File: src/rtl/sm_uart_rom_loader.sv
// UART (8N1) receiver that packs four bytes little-endian into 32-bit words
// and strobes them into an instruction ROM at auto-incrementing addresses.
module sm_uart_rom_loader #(
  parameter int CLKS_PER_BIT = 868,
  parameter int ADDR_WIDTH   = 6
) (
  input  logic                  clk,
  input  logic                  rst,
  input  logic                  rx_i,
  input  logic                  enable_i,
  output logic                  rom_we_o,
  output logic [ADDR_WIDTH-1:0] rom_addr_o,
  output logic [31:0]           rom_wdata_o,
  output logic                  byte_valid_o,
  output logic                  frame_err_o,
  output logic                  busy_o
);

  localparam int CW = (CLKS_PER_BIT > 2) ? $clog2(CLKS_PER_BIT) : 1;
  localparam logic [CW-1:0] CNT_LAST = CW'(CLKS_PER_BIT - 1);
  localparam logic [CW-1:0] CNT_HALF = CW'(CLKS_PER_BIT / 2 - 1);

  typedef enum logic [2:0] {
    IDLE      = 3'd0,
    START     = 3'd1,
    DATA      = 3'd2,
    STOP      = 3'd3,
    WAIT_HIGH = 3'd4
  } state_t;

  // Valid/ready contract: none -- byte_valid_o, frame_err_o and rom_we_o are
  // single-cycle pulses with no back-pressure; the ROM must accept every strobe.

  logic rx_meta_q;
  logic rx_s_q;

  always_ff @(posedge clk or posedge rst) begin
    if (rst) begin
      rx_meta_q <= 1'b1;
      rx_s_q    <= 1'b1;
    end else begin
      rx_meta_q <= rx_i;
      rx_s_q    <= rx_meta_q;
    end
  end

  state_t        state_q;
  logic [CW-1:0] cnt_q;
  logic [2:0]    bit_idx_q;
  logic [7:0]    shift_q;
  logic          byte_valid_q;
  logic          frame_err_q;

  always_ff @(posedge clk or posedge rst) begin
    if (rst) begin
      state_q      <= IDLE;
      cnt_q        <= '0;
      bit_idx_q    <= '0;
      shift_q      <= '0;
      byte_valid_q <= 1'b0;
      frame_err_q  <= 1'b0;
    end else begin
      byte_valid_q <= 1'b0;
      frame_err_q  <= 1'b0;
      case (state_q)
        IDLE: begin
          if (!rx_s_q) begin
            state_q <= START;
            cnt_q   <= '0;
          end
        end
        START: begin
          // Mid-start-bit check rejects glitches shorter than half a bit.
          if (cnt_q == CNT_HALF) begin
            cnt_q     <= '0;
            bit_idx_q <= '0;
            state_q   <= rx_s_q ? IDLE : DATA;
          end else begin
            cnt_q <= cnt_q + 1'b1;
          end
        end
        DATA: begin
          if (cnt_q == CNT_LAST) begin
            cnt_q     <= '0;
            shift_q   <= {rx_s_q, shift_q[7:1]};
            bit_idx_q <= bit_idx_q + 3'd1;
            if (bit_idx_q == 3'd7) begin
              state_q <= STOP;
            end
          end else begin
            cnt_q <= cnt_q + 1'b1;
          end
        end
        STOP: begin
          if (cnt_q == CNT_LAST) begin
            cnt_q <= '0;
            if (rx_s_q) begin
              byte_valid_q <= 1'b1;
              state_q      <= IDLE;
            end else begin
              frame_err_q <= 1'b1;
              state_q     <= WAIT_HIGH;
            end
          end else begin
            cnt_q <= cnt_q + 1'b1;
          end
        end
        WAIT_HIGH: begin
          if (rx_s_q) begin
            state_q <= IDLE;
          end
        end
        default: begin
          state_q <= IDLE;
          cnt_q   <= '0;
        end
      endcase
    end
  end

  // A good byte is decided on the stop-bit sample edge; the assembler updates
  // on that same edge so rom_we_o lines up with byte_valid_o.
  logic byte_ok;
  assign byte_ok = (state_q == STOP) && (cnt_q == CNT_LAST) && rx_s_q;

  logic [1:0]            byte_cnt_q, byte_cnt_d;
  logic [ADDR_WIDTH-1:0] addr_q, addr_d;
  logic [31:0]           wdata_q, wdata_d;
  logic                  we_q, we_d;

  always_comb begin
    byte_cnt_d = byte_cnt_q;
    addr_d     = addr_q;
    wdata_d    = wdata_q;
    we_d       = 1'b0;
    if (we_q) begin
      addr_d = addr_q + 1'b1;
    end
    if (!enable_i) begin
      byte_cnt_d = '0;
      addr_d     = '0;
    end else if (byte_ok) begin
      wdata_d[{byte_cnt_q, 3'b000} +: 8] = shift_q;
      byte_cnt_d = byte_cnt_q + 2'd1;
      we_d       = (byte_cnt_q == 2'd3);
    end
  end

  always_ff @(posedge clk or posedge rst) begin
    if (rst) begin
      byte_cnt_q <= '0;
      addr_q     <= '0;
      wdata_q    <= '0;
      we_q       <= 1'b0;
    end else begin
      byte_cnt_q <= byte_cnt_d;
      addr_q     <= addr_d;
      wdata_q    <= wdata_d;
      we_q       <= we_d;
    end
  end

  assign rom_we_o     = we_q;
  assign rom_addr_o   = addr_q;
  assign rom_wdata_o  = wdata_q;
  assign byte_valid_o = byte_valid_q;
  assign frame_err_o  = frame_err_q;
  assign busy_o       = (state_q != IDLE);

endmodule
File: config.mk
export PLATFORM = sky130hd
export DESIGN_NAME = sm_uart_rom_loader
export DESIGN_NICKNAME = d
export VERILOG_FILES = /design/src/rtl/sm_uart_rom_loader.sv
export SDC_FILE = /design/constraint.sdc
export NUM_CORES = 1
export LEC_CHECK = 0
export ABC_AREA = 1
export ABC_CLOCK_PERIOD_IN_PS = 3100
export BUFFER_PORTS_ARGS = -buffer_cell sky130_fd_sc_hd__buf_2
export CORE_MARGIN = 8
export CORE_UTILIZATION = 55
export DETAILED_ROUTE_END_ITERATION = 10
export GPL_TIMING_DRIVEN = 0
export PLACE_DENSITY_LB_ADDON = 0.1
export SYNTH_ARGS = -nofsm -noshare
export SYNTH_HDL_FRONTEND = slang
export SYNTH_SLANG_ARGS = --single-unit
File: constraint.sdc
create_clock -name clk -period 3.1 [get_ports clk]
set_input_delay 0.93 -clock clk [delete_from_list [all_inputs] [get_ports clk]]
set_output_delay 0.93 -clock clk [all_outputs]
set_load 0.02 [all_outputs]
==> metrics.txt, run 1 <==
status=completed; Final Setup Violations=0; diode count=0; Post-Layout Inst Area=0.004248 mm2; drt pass-1 iters=4; IO Pins=46; most frequent cell after synthesis=nand2_1; Post-synth top cells=nand2_1 (140), dfrtp_1 (67), inv_1 (47); Core Area=0.006644 mm2; Synth Net Count=481; Post-DP HPWL=6156 um; Clock transition at path regs=80 ps; Worst Path Arrival=2650 ps; share of cells above drive strength 1=17.65%; die area=0.009630 mm2; final hold vios=0; unrepaired setup endpoints after global routing=false; Synth cell types=25; Post-synth EDFFs=0; Primary FF master, synth=dfrtp_1; vias in the first global route=3163; clock sink count=69; Clk Latency, worst-skew pair=350 ps; crit path kind=register to register; Total Wirelength=8266 um; maxcap violations=0; Async S/R FF share, synth=100.0%; Starting Density=55.84%; VDD IR max=0.0002254 V; R2R Setup Slk=740 ps; clock tree buffer depth=2; largest family of logic cells by synthesized area=simple AND/OR/NAND/NOR gates; fin crit share=76.12%; initial antenna violation count=0; Clock Skew=9.471 ps; worst slew pin tran=836.2 ps; GRT overflow=0; post-synthesis mux area share=0%; Startpoint Class=register; synthesis warning total=0; Final nets=536; hold crit path type=register to register; CP Capture Type=register; Synth Instances=467; drt initial violations=207; synthesized cell area=0.003710 mm2; via count=3229; Total Routing Usage GR=18.27%; TritonCTS buffer count=9; Synth area leaders=dfrtp_1 (45%), nand2_1 (14%), nand4_1 (7.1%), inv_1 (4.8%), nor2_1 (4.7%); TritonCTS clock tree=done; post-synthesis sequential area ratio=46.61%; detail-routed net length per standard cell=13.62 um; H-tree Lvls=3; post-synth top area cell=dfrtp_1; slew margin rel.=44.25%; dpl cell area=0.004033 mm2; Rows=30; Port Buffers=44; GP Congestion=0.9917; die height=98.13 um; PostCTS Resize Cnt=0; Die Width=98.13 um; maximum clock rate=0.4238 GHz; FF+latch count, synth=69; Slew Limit Fails=0; Synth Area in XOR/XNOR=0%; post-CTS setup buffers=0; compound-cell area share of the yosys netlist=2.968%; Final TNS setup=0 ps; first-pass GRT wire length=14390 um; hold buffers post-CTS=0; Leak Pwr=0.002288 uW; largest net degree at the start of global routing=70; Post-Synth Simple-Gate Area=37.30%; share of the synthesized area in the top cell type=45.19%; Root Driver=clkbuf_8; Post-Synth Adder-Cell Area=3.373%; Req. time, crit path=3390 ps; area grow syn2layout=14.50%; CP Max Fanout=10; drt via density=5.320; syn avg cell area=7.944 um2; Post-DRT Antenna Nets=0; pwr/cell area=410.0 mW/mm2; DRC Markers=0; Tmin final=2360 ps
-- cells by family (layout without fill, tap and decap cells) --
family	Yosys count	count (layout)
and+or+nand+nor	296	296
buffers and inverters	70	130
DFF	69	69
AOI/OAI and AO/OA	22	22
adders and majority gates	10	10
-- flip-flops by register name, summed over array words and instances (netlist names), 2 cells and up --
signal       flops
state_q          3
rom_addr_o       6
cnt_q           10
byte_cnt_q       2
bit_idx_q        3
rom_wdata_o     32
shift_q          8
-- cell usage in the layout (no fill, tap or decap), types with 2 or more instances in the layout --
cell type / count
o21ai_0: 18
clkbuf_8: 9
nand3b_1: 3
a21oi_1: 4
clkinv_4: 2
buf_4: 6
buf_12: 4
nand2_1: 140
nand3_4: 4
nor2_2: 2
nor3_1: 21
ha_1: 10
buf_2: 53
dfstp_2: 2
bufinv_16: 2
clkbuf_1: 3
dfrtp_1: 67
nand4_1: 42
nand2_2: 2
inv_1: 46
clkinv_2: 2
nand3_1: 31
nor2_1: 46
nor2_4: 2
-- metrics by stage --
stage	hold slack [ps]	util, %	cells	power (uW)	worst slack (ps)
finish	365.8	63.94	607	1742	740.2
global route	367.5	63.94	607	1800	500.0
CTS	367.2	63.94	607	1757	765.0
detailed placement	355.9	60.70	591	957.3	795.6
global placement	345.5	60.66	591	955.8	-343.3
floorplan	345.2	-	467	946.1	433.4
-- final timing paths --
| path | startpoint | endpoint | cells after the start |
|---|---|---|---|
| setup / recovery | byte_cnt_q[0] | rom_wdata_o[1] | 9 |
| hold / removal | rx_meta_q | rx_s_q | 0 |
| setup reg to reg | byte_cnt_q[0] | rom_wdata_o[1] | 9 |
| hold reg to reg | rx_meta_q | rx_s_q | 0 |
| max in group asynchronous | rst | shift_q[5] | 2 |
| min in group asynchronous | rst | rom_wdata_o[4] | 2 |
-- critical path, stage by stage, from the launching register on --
cell and delay, ps:
dfrtp_1 400, clkbuf_1 330, inv_1 190, ha_1 320, clkbuf_1 200, or2_1 280, buf_1 180, nor3_1 180
nand4_1 140, nand2_1 90
-- power by group --
part	total [uW]	switching (uW)	internal, uW
logic	34.9	29.6	5.33
registers	903	1.35	902
clock network	803	351	453
-- final cells by class --
| class | count | area, um2 |
|---|---|---|
| Fill cell | 599 | 2396 |
| Sequential cell | 69 | 1729 |
| Multi-Input combinational cell | 328 | 1619 |
| Timing Repair Buffer | 44 | 220.2 |
| Inverter | 48 | 182.7 |
| Buffer | 22 | 181.4 |
| Clock buffer | 10 | 127.6 |
| Tap cell | 80 | 100.1 |
| Clock inverter | 6 | 87.58 |
-- layer usage --
metal	vias to the layer above	wire length (um)	track usage, %
li1	1637	-	-
met1	1495	3608	20.80
met2	75	4017	31.24
met3	22	423	5.050
met4	0	216	8.264
met5	-	0	0
(Power assumes the default switching activity.)
==> inputs of run 2 (changes only) <==
--- a/config.mk
+++ b/config.mk
@@ -6,10 +6,10 @@
 export NUM_CORES = 1
 export LEC_CHECK = 0
 export ABC_AREA = 1
-export ABC_CLOCK_PERIOD_IN_PS = 3100
+export ABC_CLOCK_PERIOD_IN_PS = 2000
 export BUFFER_PORTS_ARGS = -buffer_cell sky130_fd_sc_hd__buf_2
 export CORE_MARGIN = 8
-export CORE_UTILIZATION = 55
+export CORE_UTILIZATION = 52
 export DETAILED_ROUTE_END_ITERATION = 10
 export GPL_TIMING_DRIVEN = 0
 export PLACE_DENSITY_LB_ADDON = 0.1
==> constraint.sdc (replaced) <==
create_clock -name clk -period 2 [get_ports clk]
set_input_delay 0.6 -clock clk [delete_from_list [all_inputs] [get_ports clk]]
set_output_delay 0.6 -clock clk [all_outputs]
set_load 0.02 [all_outputs]
==> metrics.txt, run 2 (synthesis results as in run 1) <==
status=completed; R2R Setup Slk=130 ps (-610 ps); dpl cell area=0.004095 mm2 (+1.6%); CP Max Fanout=10 (unchanged); detail-routed net length per standard cell=13.74 um (+0.88%); Post-Layout Inst Area=0.004312 mm2 (+1.5%); initial antenna violation count=0 (unchanged); Final nets=537 (+0.19%); DRC Markers=0 (unchanged); vias in the first global route=3225 (+2.0%); max reg flops=32 (unchanged); CP bufs+invs=5 (+1); drt pass-1 iters=5 (+1); crit path kind=register to register; Startpoint Class=register; TritonCTS clock tree=done; die area=0.01009 mm2 (+4.8%); most frequent cells in the layout=nand2_1 (140), dfrtp_1 (67), buf_2 (52), nor2_1 (45), inv_1 (44); slew margin rel.=74.98% (+31 points); Starting Density=54.01% (-1.8 points); Req. time, crit path=2290 ps (-1100 ps); Core Util, Final=62.77% (-1.2 points); TritonCTS buffer count=9 (unchanged); combinational power share=2.5% (+0.5 points); drt initial violations=158 (-24%); worst slew pin tran=372.4 ps (-463.9 ps); CP peak stage delay=390 ps (about the same); Clk network pwr share=43.5% (-2.6 points); Core Area=0.006869 mm2 (+3.4%); share of cells above drive strength 1=19.32% (+1.7 points); GRT overflow=0 (unchanged); Post-DP HPWL=6540 um (+6.2%); final hold slack=219.0 ps (-146.8 ps); switch share=22.01% (+0.10 points); Final Setup Violations=0 (unchanged); first-pass GRT wire length=15140 um (+5.2%); Clock transition at path regs=70 ps (about the same); FILL cells=613 (+2.3%); Total Wirelength=8572 um (+3.7%); Root Driver=clkbuf_8; diode count=0 (unchanged); pwr/cell area=601.0 mW/mm2 (+47%); switching power=570.3 uW (+49%); RR Startpoint=byte_cnt_q[0]; VDD IR max=0.0003888 V (+73%); via count=3291 (+1.9%); Int Pwr=2021 uW (+49%); Total Routing Usage GR=18.72% (+0.45 points); CP Capture Type=register; CP Depth=10 (+1); worst reg2reg path endpoint=rom_wdata_o[26]; Clk Latency, worst-skew pair=350 ps (about the same); Post-Place Cells=609 (+3.0%); H-tree Lvls=3 (unchanged); IO Pins=46 (unchanged); Clock Skew=9.427 ps (-0.04366 ps); final hold vios=0 (unchanged); Top delay family on crit path=buffers and inverters; largest net degree at the start of global routing=31 (-56%); maximum clock rate=0.5343 GHz (+26%); Die Width=100.5 um (+2.4%); slowest CP cell=dfrtp_1; Leak Pwr=0.002286 uW (about the same); Rows=30 (unchanged); Port Buffers=44 (unchanged); fin crit share=93.57% (+17 points); clock tree buffer depth=2 (unchanged); Most Frequent Cell on Critical Path=clkbuf_4; Tmin final=1871 ps (-488.3 ps); final cell count without fillers=624 (+2.8%); R2R depth=10 (+1); Post-DRT Antenna Nets=0 (unchanged); die height=100.5 um (+2.4%); drt via density=5.274 (-0.86%); area grow syn2layout=16.22%; hold buffers post-CTS=0 (unchanged); clock sink count=69 (unchanged); GP Congestion=0.9490 (-4.3%); Cell Chain, Critical Path=clkbuf_4, inv_2, ha_1, buf_4, clkinvlp_4, clkbuf_4, nand3_1, nor2_1, nand4_1, nand2_1; Worst Path Arrival=2160 ps (-490 ps); maxcap violations=0 (unchanged); sequential power share=54.0% (+2.1 points); hold crit path type=primary input to asynchronous set/reset pin; most common cell after layout, fill and taps aside=nand2_1; Slew Limit Fails=0 (unchanged)
==> run 2: cell count changes in the layout (fill, tap and decap cells not counted), sizes merged <==
cell      change
buf           +1
bufinv        -1
clkbuf        +2
clkinv        -2
clkinvlp      +3
inv           -2
==> run 2: layer usage <==
layer  vias up  wire length, um  GRT usage [%]
met5         -                0              0
met4         0              120          7.326
met3        10              503          4.213
met2        92             4287          32.67
met1      1543             3660          21.68
li1       1646                -              -
==> run 2: final cells by class <==
| type | count | area (um2) | area share (%) |
|---|---|---|---|
| repair buffers | 47 | 267.8 | 6.210 |
| plain buffers | 20 | 180.2 | 4.179 |
| well taps | 96 | 120.1 | 2.786 |
| flip-flops and latches | 69 | 1729 | 40.10 |
| inverters | 48 | 187.7 | 4.353 |
| multi-input cells | 328 | 1634 | 37.90 |
| clock inverters | 4 | 47.55 | 1.103 |
| clock buffers | 12 | 145.1 | 3.366 |
==> run 2: how the worst max path moves through the flow <==
stage,from,to
global placement,byte_cnt_q[0],rom_wdata_o[4]
finish,byte_cnt_q[0],rom_wdata_o[26]
global route,byte_cnt_q[0],rom_wdata_o[9]
floorplan,byte_cnt_q[0],rom_wdata_o[7]
detailed placement,byte_cnt_q[0],rom_wdata_o[4]
CTS,byte_cnt_q[0],rom_wdata_o[6]
==> run 2: power by group through the flow <==
stage	clock (uW)	sequential, uW	combinational (uW)
2_1_floorplan	0	1430	40.3
3_3_place_gp	0	1430	55.6
3_5_place_dp	0	1430	66.9
4_1_cts	1160	1400	67.2
5_1_grt	1220	1400	74.7
6_report	1130	1400	64.6
==> run 2: per-stage QoR <==
step	worst slack, ps	TNS, ps	total power, uW
finish	128.5	0	2591
global route	-3.125	-3.125	2690
CTS	50.84	0	2624
detailed placement	-196.0	-1482	1494
global placement	-107.0	-662.3	1483
floorplan	123.9	0	1467
==> run 2: what timing repair did <==
| item | 4_1_cts | 5_1_grt |
|---|---|---|
| buffers inserted | 0 | 1 |
| setup endpoints to repair | 18 | 13 |
| gates resized for setup | 4 | 4 |
